## config.mk

```make
export PLATFORM = sky130hd
export DESIGN_NAME = key_expand_ctrl
export DESIGN_NICKNAME = d
export VERILOG_FILES = /design/src/rtl/key_expand_ctrl_pkg.sv /design/src/rtl/key_expand_ctrl_rcon.sv /design/src/rtl/key_expand_ctrl.sv
export SDC_FILE = /design/constraint.sdc
export NUM_CORES = 1
export LEC_CHECK = 0
export CORE_MARGIN = 3
export CORE_UTILIZATION = 46
export DETAILED_ROUTE_END_ITERATION = 8
export DONT_BUFFER_PORTS = 1
export SKIP_CTS_REPAIR_TIMING = 1
export SYNTH_ARGS = -nofsm -noshare
export SYNTH_HDL_FRONTEND = slang
export SYNTH_SLANG_ARGS = --single-unit
```

## constraint.sdc

```tcl
create_clock -name clk -period 3.1 [get_ports clk]
set_input_delay 0.31 -clock clk [delete_from_list [all_inputs] [get_ports clk]]
set_output_delay 0.31 -clock clk [all_outputs]
set_load 0.02 [all_outputs]
```

## src/rtl/key_expand_ctrl_pkg.sv

```systemverilog
// rtl/key_expand_ctrl_pkg.sv - shared state enum, widths and round count for AES-128 key expansion
package key_expand_ctrl_pkg;

  localparam int KEY_W      = 128;
  localparam int WORD_W     = 32;
  localparam int IDX_W      = 4;
  localparam int NUM_ROUNDS = 10;

  typedef enum logic [1:0] {
    ST_IDLE,
    ST_EMIT,
    ST_SUB,
    ST_MIX
  } state_t;

  function automatic logic [WORD_W-1:0] rot_word(input logic [WORD_W-1:0] w);
    return {w[23:0], w[31:24]};
  endfunction

endpackage

```

## src/rtl/key_expand_ctrl_rcon.sv

```systemverilog
// rtl/key_expand_ctrl_rcon.sv - GF(16)-basis round constant lookup indexed by round counter
module key_expand_ctrl_rcon
  import key_expand_ctrl_pkg::*;
(
  input  logic [IDX_W-1:0] round_idx,
  output logic [7:0]       rcon
);

  always_comb begin
    rcon = 8'h00;
    case (round_idx)
      4'd0:    rcon = 8'h01;
      4'd1:    rcon = 8'h2b;
      4'd2:    rcon = 8'h43;
      4'd3:    rcon = 8'h49;
      4'd4:    rcon = 8'h3b;
      4'd5:    rcon = 8'hd6;
      4'd6:    rcon = 8'h33;
      4'd7:    rcon = 8'he1;
      4'd8:    rcon = 8'h58;
      4'd9:    rcon = 8'h85;
      default: rcon = 8'h00;
    endcase
  end

endmodule

```

## src/rtl/key_expand_ctrl.sv

```systemverilog
// rtl/key_expand_ctrl.sv - AES-128 key expansion sequencer over a shared external S-box
// Optional macro KEY_EXPAND_ZEROIZE_EN clears the working key when returning to IDLE.
module key_expand_ctrl
  import key_expand_ctrl_pkg::*;
(
  input  logic              clk,
  input  logic              rst,
  input  logic              start,
  input  logic [KEY_W-1:0]  key_in,
  output logic              busy,
  output logic              done,
  output logic              rk_valid,
  input  logic              rk_ready,
  output logic [IDX_W-1:0]  rk_idx,
  output logic [KEY_W-1:0]  rk_data,
  output logic [WORD_W-1:0] sbox_in,
  input  logic [WORD_W-1:0] sbox_out
);

  state_t             state;
  logic [KEY_W-1:0]   key_q;
  logic [IDX_W-1:0]   round_q;
  logic [7:0]         rcon;
  logic [WORD_W-1:0]  temp, w0_n, w1_n, w2_n, w3_n;

  key_expand_ctrl_rcon u_rcon (
    .round_idx (round_q),
    .rcon      (rcon)
  );

  assign rk_data = key_q;
  assign rk_idx  = round_q;

  // Chained XOR: each new word folds in the freshly computed previous word.
  always_comb begin
    temp = sbox_out ^ {rcon, 24'h0};
    w0_n = key_q[127:96] ^ temp;
    w1_n = key_q[95:64]  ^ w0_n;
    w2_n = key_q[63:32]  ^ w1_n;
    w3_n = key_q[31:0]   ^ w2_n;
  end

  always_ff @(posedge clk) begin
    if (rst) begin
      state    <= ST_IDLE;
      key_q    <= '0;
      round_q  <= '0;
      busy     <= 1'b0;
      done     <= 1'b0;
      rk_valid <= 1'b0;
      sbox_in  <= '0;
    end else begin
      done <= 1'b0;
      case (state)
        ST_IDLE: begin
          if (start) begin
            key_q    <= key_in;
            round_q  <= '0;
            state    <= ST_EMIT;
            busy     <= 1'b1;
            rk_valid <= 1'b1;
          end
        end
        ST_EMIT: begin
          if (rk_ready) begin
            rk_valid <= 1'b0;
            if (round_q == IDX_W'(NUM_ROUNDS)) begin
              state <= ST_IDLE;
              busy  <= 1'b0;
              done  <= 1'b1;
`ifdef KEY_EXPAND_ZEROIZE_EN
              key_q <= '0;
`else
              key_q <= key_q;
`endif
            end else begin
              state   <= ST_SUB;
              sbox_in <= rot_word(key_q[31:0]);
            end
          end
        end
        ST_SUB: begin
          // S-box result for the word driven here arrives in MIX.
          state   <= ST_MIX;
          sbox_in <= '0;
        end
        ST_MIX: begin
          key_q    <= {w0_n, w1_n, w2_n, w3_n};
          round_q  <= round_q + 1'b1;
          state    <= ST_EMIT;
          rk_valid <= 1'b1;
        end
        default: begin
          state <= ST_IDLE;
        end
      endcase
    end
  end

endmodule

```

==> impl_metrics.csv, run 1 <==
group,metric,value,unit
status,status,"finished clean",
drt,firstDrtPassIters,5,
sta,hold_viol_final,0,
finish,fillerInstances,1824,
sta,slew-limit-headroom,0.517,
finish,final_common_cell,"dfxtp_1",
clocking,cts.clk_slew.worst_paths,0.07,ns
sta,setup_viol,0,
grt,grt_antenna_before_repair,0,
critical_path,cp_max_fo,38,
critical_path,critPathTopFamily,"simple AND/OR/NAND/NOR gates",
grt,grt_max_degree,98,
critical_path,endpoint_kind,"register",
critical_path,crit_buf_inv,3,
sta,max_freq,401,MHz
finish,area_growth,8.81,%
clocking,clkLatencyLatePin,0.43,ns
clocking,clock-root-buffer,"clkbuf_16",
drt,drc_errors,0,
sta,tns,0,ns
critical_path,required,3.39,ns
die,die-area,0.0209,mm^2
drt,drt_iter0_drc,539,
run,maxCapViolCount,0,
yosys,async_reset_ff_frac,0,
pwr,p_per_area,665,mW/mm^2
yosys,ys.flop_type,"dfxtp_1",
yosys,synth.cell_area,0.00884,mm^2
yosys,yosys.area_share.adder,0.0156,
pwr,ir_drop,0.366,mV
sta,drv_slew,0,
clocking,cts_buffers,17,
yosys,synth-seq-area-share,0.401,
die,core_area,0.0188,mm^2
yosys,synth_compound_area_frac,0.280,
sta,hold-worst-slack,0.0306,ns
place,place.gp.congestion,0.844,
die,initial_core_util,0.471,
drt,wl_per_cell,22.8,um
drt,ant_nets,0,
finish,final_cell_mix,"177 x dfxtp_1, 121 x nor2_1, 86 x a21oi_1",
yosys,syn-num-nets,1195,
finish,fin_cells,1223,
critical_path,max_stage_delay,0.47,ns
critical_path,rrSetupSlack,0.61,ns
pwr,power.static_leakage,3.59,nW
sta,rsz0062_at_grt,"false",
sta,fin_skew,0.0179,ns
sta,post-route-period-util,0.805,
critical_path,cp.arrival,2.78,ns
place,dp_hpwl,19600,um
grt,grt_pass1_wl,39800,um
critical_path,slowest_stage,"nand2_1",
critical_path,crit_chain,"inv_1, ha_1, buf_12, nand2b_1, buf_4, nand2_1, o21a_1, nor2_1, a311oi_1",
yosys,synth.distinct_cells,53,
clocking,cts_tree,"yes",
yosys,ys.warnings.count,0,
clocking,clock-sinks,177,
place,portBuffers,0,
die,fp.dieW,145,um
yosys,synthSimpleGateAreaFrac,0.122,
finish,postLayoutCoreUtil,0.512,
drt,routed-via-count,7529,
place,place_inst,1187,
finish,drive_gt1_frac,0.0678,
critical_path,critPathLaunchType,"register",
die,row_count,50,
sta,layout_setup_ws,0.606,ns
clocking,h-tree-depth,4,
place,place_area,0.00897,mm^2
finish,fin_area,0.00961,mm^2
sta,fin_crit,2.49,ns
place,dp_slack,0.589,ns
yosys,synth_top_family_by_area,"compound AO/OA/AOI/OAI gates",
grt,grt_pass1_vias,6729,
grt,grtUsageTotal,0.247,
yosys,avgSynthCellArea,8.66,um^2
yosys,synth_edf_count,0,
yosys,synthMuxAreaShare,0.00835,
drt,wl,27800,um
die,ios,331,
grt,gr-total-overflow,0,
yosys,syn_inst,1020,
clocking,cts_buffer_depth,2,
die,die_y,145,um
yosys,ys_ff_latch,177,
finish,nNetsFinal,1150,
pwr,power,6.40,mW
critical_path,worst-setup-path-type,"register to register",
sta,tightest_slew,0.724,ns
yosys,synth_xor_area_frac,0.121,
drt,vias_per_cell,6.16,
hold_path,hp-class,"primary input to register",
-- cell type report --
cell class,instances,area (um^2),area share
multi-input cells,738,4870,0.506
flip-flops and latches,177,3540,0.369
clock buffers,17,425,0.0442
well taps,234,293,0.0305
repair buffers,19,230,0.0239
clock inverters,15,169,0.0176
inverters,22,82.6,0.00859
diodes,1,2.50,0.000260
-- flip-flops by register name, indices dropped and copies added (netlist names) --
register / flops
state: 2
u_rcon.rcon: 8
sbox_in: 32
rk_idx: 4
busy: 1
rk_valid: 1
rk_data: 128
done: 1
-- power by group --
| part | switching, mW | leakage [nW] | total, mW | internal (mW) |
|---|---|---|---|---|
| clock network | 1.03 | 0.286 | 2.18 | 1.15 |
| logic | 0.751 | 1.85 | 1.27 | 0.522 |
| registers | 0.476 | 1.45 | 2.94 | 2.47 |
| total | 2.26 | 3.59 | 6.40 | 4.14 |
-- cell usage after synthesis, types with 2 or more instances --
| library cell | number | area (um^2) |
|---|---|---|
| nor3_1 | 24 | 120 |
| o22ai_1 | 13 | 81.3 |
| xnor3_1 | 8 | 180 |
| buf_1 | 4 | 15.0 |
| a21oi_1 | 87 | 435 |
| nor2_1 | 122 | 458 |
| o31ai_1 | 8 | 60.1 |
| xor2_1 | 36 | 315 |
| clkbuf_1 | 42 | 158 |
| a22o_1 | 33 | 289 |
| buf_2 | 35 | 175 |
| a22oi_1 | 62 | 465 |
| mux2_4 | 2 | 30.0 |
| a311oi_1 | 13 | 114 |
| o21ai_0 | 76 | 380 |
| o2bb2ai_1 | 21 | 184 |
| o21a_1 | 2 | 15.0 |
| o221ai_1 | 35 | 307 |
| ha_1 | 11 | 138 |
| nor4_1 | 8 | 50.1 |
| dfxtp_1 | 177 | 3540 |
| a21o_1 | 8 | 60.1 |
| nand3_1 | 7 | 35.0 |
| xnor2_1 | 66 | 578 |
| mux2i_1 | 3 | 30.0 |
| nand2_1 | 52 | 195 |
| inv_1 | 21 | 78.8 |
| nor2b_1 | 9 | 56.3 |
| nand2b_1 | 11 | 68.8 |
-- worst paths after layout --
kind              startpoint  cells past startpoint          end
setup / recovery    state[0]                      9  rk_data[96]
setup reg to reg    state[0]                      9  rk_data[96]
hold / removal         start                      2         busy
hold reg to reg     state[1]                      2     state[1]
-- logic make-up (layout without fill, tap and decap cells) --
family / after synthesis / count (layout)
AOI/OAI and AO/OA: 367 / 367
xor gates and xnor gates: 110 / 110
adders and majority gates: 11 / 11
buffers and inverters: 105 / 73
DFF: 177 / 177
muxes: 6 / 6
other: 0 / 1
and+or+nand+nor: 244 / 244
-- worst register-to-register path, cell delays in order (launching register included) --
cell and delay (ns):
dfxtp_1 0.41, inv_1 0.12, ha_1 0.25, buf_12 0.18, nand2b_1 0.15, buf_4 0.29, nand2_1 0.48, o21a_1 0.35
nor2_1 0.08, a311oi_1 0.05
-- metal layers --
layer,routed length [um],up-vias,GRT usage
met5,0,-,0
met4,401,0,0.0682
met3,2490,31,0.0771
met2,12300,312,0.359
met1,12600,3582,0.353
li1,-,3604,-
(Power assumes the default switching activity.)
==> run 2: changes to the inputs <==
ABC_AREA = 1   (was default)
clock period = 2.55 ns   (was 3.1 ns; I/O delays follow)
==> run 2 against run 1 <==
  * Area after synthesis increased by 11%
  * Hold slack got worse by 0.017 ns
  * Synthesized cell count increased by 51%
  * Via count increased by 28%
  * Register-to-register slack got worse by 0.45 ns
  * Power increased by 25%
  * Clock skew decreased by 0.0057 ns
  * Fmax increased by 4.1%
==> impl_metrics.csv, run 2 <==
group,metric,value,unit
yosys,synth.distinct_cells,31,
die,row_count,52,
critical_path,cpMostUsedCell,"nand2_1",
drt,vias_per_cell,5.36,
yosys,ys_ff_latch,177,
sta,slew-limit-headroom,0.381,
die,initial_core_util,0.477,
sta,setup_viol,0,
clocking,cts_buffers,17,
critical_path,r2r_start,"rk_idx[0]",
clocking,cts_buffer_depth,2,
yosys,netlist_top_cells_count,"489 x nand2_1, 177 x dfxtp_1, 168 x nand3_1, 166 x a21oi_1, 161 x inv_1",
pwr,power.static_leakage,4.61,nW
grt,grt_antenna_before_repair,1,
grt,grt_max_degree,152,
critical_path,crit_buf_inv,3,
yosys,ys.warnings.count,0,
sta,post-route-period-util,0.940,
place,dp_hpwl,20700,um
yosys,syn-num-nets,1719,
status,status,"finished clean",
clocking,h-tree-depth,4,
yosys,yosysMostFrequentCell,"nand2_1",
sta,drv_slew,0,
drt,ant_nets,0,
pwr,power_frac_comb,0.208,
drt,routed-via-count,9615,
critical_path,endpoint_kind,"register",
critical_path,cp.arrival,2.77,ns
grt,gr-total-overflow,0,
drt,wl,30500,um
clocking,cts.clk_slew.worst_paths,0.07,ns
hold_path,hp-class,"primary input to register",
critical_path,critPathTopFamily,"buffers and inverters",
finish,largest_register_ffs,128,
critical_path,required,2.92,ns
hold_path,min_from,"rst",
sta,fin_crit,2.40,ns
clocking,cts_tree,"yes",
yosys,yosys.area.top_type,"dfxtp_1",
critical_path,worst-setup-path-type,"register to register",
clocking,clkLatencyLatePin,0.44,ns
finish,fin_area,0.0107,mm^2
pwr,pwr-share-seq,0.473,
yosys,synth-seq-area-share,0.360,
critical_path,rrSetupSlack,0.15,ns
finish,area_growth,9.05,%
drt,drt_iter0_drc,690,
critical_path,max_stage_delay,0.55,ns
die,fp.dieW,152,um
critical_path,critPathLaunchType,"register",
critical_path,crit_chain,"inv_1, ha_1, nand2_1, nor2_1, nor4_4, buf_4, nand2_1, a21oi_1, dlygate4sd3_1",
pwr,switching_share,0.372,
drt,wl_per_cell,17.0,um
drt,firstDrtPassIters,5,
hold_path,whs_path_depth,3,
die,die_y,152,um
place,place.gp.congestion,0.897,
sta,fin_skew,0.0122,ns
critical_path,slowest_stage,"dlygate4sd3_1",
sta,hold_viol_final,0,
critical_path,cp_max_fo,18,
yosys,syn_inst,1544,
yosys,async_reset_ff_frac,0,
critical_path,reg2reg_depth,9,
finish,nNetsFinal,1686,
place,portBuffers,0,
finish,drive_gt1_frac,0.0578,
yosys,synth_edf_count,0,
sta,hold-worst-slack,0.0140,ns
pwr,ir_drop,0.405,mV
pwr,p_switching,2.97,mW
hold_path,worst_hold_path.endpoint,"rk_idx[0]",
grt,grtUsageTotal,0.248,
yosys,synth_area_leaders,"dfxtp_1 36%, nand2_1 19%, nand3_1 8.6%",
pwr,p_per_area,744,mW/mm^2
finish,final_cell_mix,"489 x nand2_1, 177 x dfxtp_1, 168 x nand3_1",
die,die-area,0.0232,mm^2
yosys,avgSynthCellArea,6.37,um^2
yosys,synth.cell_area,0.00983,mm^2
drt,drc_errors,0,
pwr,p_int,5.01,mW
grt,grt_pass1_wl,47100,um
critical_path,reg2reg_to,"sbox_in[0]",
pwr,clkPwrFrac,0.320,
die,ios,331,
sta,tightest_slew,0.928,ns
clocking,clock-sinks,177,
yosys,yosysTopAreaCellShare,0.360,
run,maxCapViolCount,0,
yosys,ys.flop_type,"dfxtp_1",
finish,diodes,0,
finish,final_common_cell,"nand2_1",
sta,max_freq,417,MHz
clocking,clock-root-buffer,"clkbuf_16",
place,place_area,0.0100,mm^2
grt,grt_pass1_vias,8793,
die,core_area,0.0206,mm^2
==> run 2: changes by cell type in the layout (fill, tap and decap cells not counted), sizes merged, moves of 25 or more <==
cell    delta
xnor2     -53
inv      +141
a22oi     -61
a22o      -33
o221ai    -35
nand3    +161
nand2    +437
xor2      -25
a21oi     +79
a221oi    +29
==> run 2: cell families after synthesis <==
group           after synthesis  share of synthesized area
simple gates                799                      0.333
compound gates              289                      0.175
buf+inv                     244                     0.0959
flops                       177                      0.360
xor+xnor                     24                     0.0221
fa+ha+maj                    11                     0.0140
==> run 2: metal layers <==
metal | up-vias | global-route usage | share of wire
met4 | 2 | 0.0634 | 0.013
met1 | 4347 | 0.305 | 0.42
met5 | - | 0 | 0.00043
met2 | 293 | 0.416 | 0.48
li1 | 4938 | - | -
met3 | 35 | 0.0883 | 0.086
==> run 2: worst max-delay path by stage <==
stage	startpoint	to	slack [ns]	depth (start not counted)
finish	rk_idx[0]	sbox_in[0]	0.15	9
CTS	state[0]	u_rcon.rcon[1]	0.15	14
global placement	state[0]	u_rcon.rcon[1]	0.24	14
floorplan	state[0]	u_rcon.rcon[1]	0.52	14
global route	rk_idx[0]	sbox_in[0]	-0.005	9
detailed placement	state[0]	u_rcon.rcon[1]	0.15	14
==> run 2: cell type report <==
cell class | count | area (um^2)
Inverter | 165 | 624
Sequential cell | 177 | 3540
Fill cell | 2107 | 9900
Timing Repair Buffer | 27 | 283
Clock inverter | 14 | 133
Clock buffer | 17 | 425
Multi-Input combinational cell | 1123 | 5380
Tap cell | 270 | 338
==> run 2: power by group through the flow <==
stage / combinational [mW] / clock, mW / sequential [mW]
2_1_floorplan: 1.34 / 0 / 3.69
3_3_place_gp: 1.56 / 0 / 3.83
3_5_place_dp: 1.60 / 0 / 3.83
4_1_cts: 1.60 / 2.61 / 3.77
5_1_grt: 1.91 / 2.73 / 3.81
6_report: 1.66 / 2.55 / 3.77
==> run 2: worst register-to-register path: stages (launching register included) <==
cell,delay (ns)
dfxtp_1,0.54
inv_1,0.14
ha_1,0.22
nand2_1,0.07
nor2_1,0.09
nor4_4,0.19
buf_4,0.31
nand2_1,0.08
a21oi_1,0.14
dlygate4sd3_1,0.55
==> run 2: metrics by stage <==
stage          worst slack [ns]  std cells  power (mW)  setup TNS (ns)   util
6_report                  0.153       1793        7.98               0  0.520
5_1_grt                -0.00544       1793        8.45        -0.00544  0.520
4_1_cts                   0.147       1782        7.99               0  0.514
3_5_place_dp              0.154       1751        5.43               0  0.487
3_3_place_gp              0.242       1751        5.38               0  0.487
2_1_floorplan             0.519       1544        5.03               0      -
==> run 3: changes to the inputs <==
clock period = 2.6 ns   (was 2.55 ns; I/O delays follow)
==> run 3 against run 2 <==
  * Clock-buffer cell count up 1
  * Hold slack improved by 0.014 ns
  * Clock power is 6% higher
  * First-iteration DRC count shrank 13%
  * Combinational power is essentially flat
  * Power increased by 0.74%
  * Die area stayed put
  * Sequential cell count stayed put
  * Critical path depth shrank 1
  * Final cell count up 0.50%
==> impl_metrics.csv, run 3 (synthesized netlist as in run 2, its figures left out) <==
group,metric,value,unit
finish,area_growth,10.5,%
clocking,cts.clk_slew.worst_paths,0.07,ns
grt,grt_pass1_vias,8837,
critical_path,reg2reg_depth,8,
critical_path,cp.arrival,2.78,ns
place,place.gp.congestion,0.875,
critical_path,critPathLaunchType,"register",
finish,largest_register_ffs,128,
clocking,h-tree-depth,4,
grt,grt_max_degree,152,
hold_path,hp-class,"primary input to register",
clocking,clkLatencyLatePin,0.43,ns
die,die-area,0.0232,mm^2
die,initial_core_util,0.477,
finish,final_cell_mix,"489 x nand2_1, 176 x dfxtp_1, 168 x nand3_1",
clocking,clock-sinks,177,
finish,drive_gt1_frac,0.0561,
critical_path,crit_buf_inv,2,
place,dp_slack,0.129,ns
critical_path,worst-setup-path-type,"register to register",
grt,grt_antenna_before_repair,1,
sta,layout_setup_ws,0.191,ns
critical_path,slowest_stage,"dlygate4sd3_1",
drt,firstDrtPassIters,7,
sta,post-route-period-util,0.926,
grt,grtUsageTotal,0.249,
critical_path,max_stage_delay,0.56,ns
sta,tightest_slew,0.934,ns
grt,grt_pass1_wl,47600,um
drt,drt_iter0_drc,603,
sta,tns,0,ns
pwr,power.static_leakage,4.70,nW
critical_path,cp_max_fo,30,
drt,drc_errors,0,
sta,setup_viol,0,
die,fp.dieW,152,um
sta,fin_skew,0.0124,ns
clocking,cts_buffers,17,
drt,ant_nets,0,
hold_path,whs_path_depth,2,
place,dp_hpwl,20900,um
die,core_area,0.0206,mm^2
sta,max_freq,415,MHz
drt,wl_per_cell,17.0,um
drt,vias_per_cell,5.36,
die,die_y,152,um
grt,gr-total-overflow,0,
sta,slew-limit-headroom,0.377,
critical_path,endpoint_kind,"register",
drt,wl,30600,um
finish,final_common_cell,"nand2_1",
critical_path,path_depth,8,
drt,routed-via-count,9665,
sta,drv_slew,0,
sta,hold_viol_final,0,
clocking,cts_buffer_depth,2,
clocking,cts_tree,"yes",
place,portBuffers,0,
sta,fin_crit,2.41,ns
critical_path,critPathTopFamily,"buffers and inverters",
critical_path,crit_chain,"nand2_1, nor2_1, nor2_1, a22oi_2, buf_12, nand2_1, a21oi_1, dlygate4sd3_1",
status,status,"finished clean",
clocking,clock-root-buffer,"clkbuf_16",
finish,diodes,0,
run,maxCapViolCount,0,
die,ios,331,
pwr,ir_drop,0.387,mV
critical_path,required,2.97,ns
die,row_count,52,
finish,nNetsFinal,1694,
pwr,p_per_area,739,mW/mm^2
-- run 3: metal layers --
layer  GRT usage  wire [um]
met4      0.0651        503
met5           0         13
met1       0.301      12800
met2       0.421      14500
met3      0.0926       2760
-- run 3: cell type report --
cell class	instances	area (um^2)
Clock buffer	18	429
Clock inverter	14	176
Fill cell	2121	9760
Inverter	165	624
Multi-Input combinational cell	1123	5380
Sequential cell	177	3540
Tap cell	270	338
Timing Repair Buffer	35	378
-- run 3: worst reg2reg max path: stages, from the launching register on --
cell           delay (ns)
dfxtp_1              0.55
nand2_1              0.09
nor2_1               0.28
nor2_1               0.12
a22oi_2              0.30
buf_12               0.26
nand2_1              0.09
a21oi_1              0.12
dlygate4sd3_1        0.56
-- run 3: stage by stage --
stage	util	power, mW	hold slack, ns	std cells	cell area, um^2
4_1_cts	0.515	8.02	-0.122	1781	10600
2_1_floorplan	-	4.93	0.416	1544	9830
3_3_place_gp	0.486	5.28	0.340	1749	10000
5_1_grt	0.527	8.50	0.0261	1802	10900
6_report	0.527	8.03	0.0282	1802	10900
3_5_place_dp	0.486	5.32	0.342	1749	10000
-- run 3: path summary, 6_finish.rpt --
check	start	to	slack [ns]
worst max register to register	rk_idx[3]	sbox_in[20]	0.19
worst max-delay path	rk_idx[3]	sbox_in[20]	0.19
worst min register to register	sbox_in[3]	sbox_in[3]	0.56
worst min-delay path	key_in[96]	rk_data[96]	0.03
-- run 3: power by group --
part / switching, mW / internal (mW)
Sequential: 0.700 / 2.99
Clock: 1.18 / 1.53
Combinational: 1.04 / 0.598
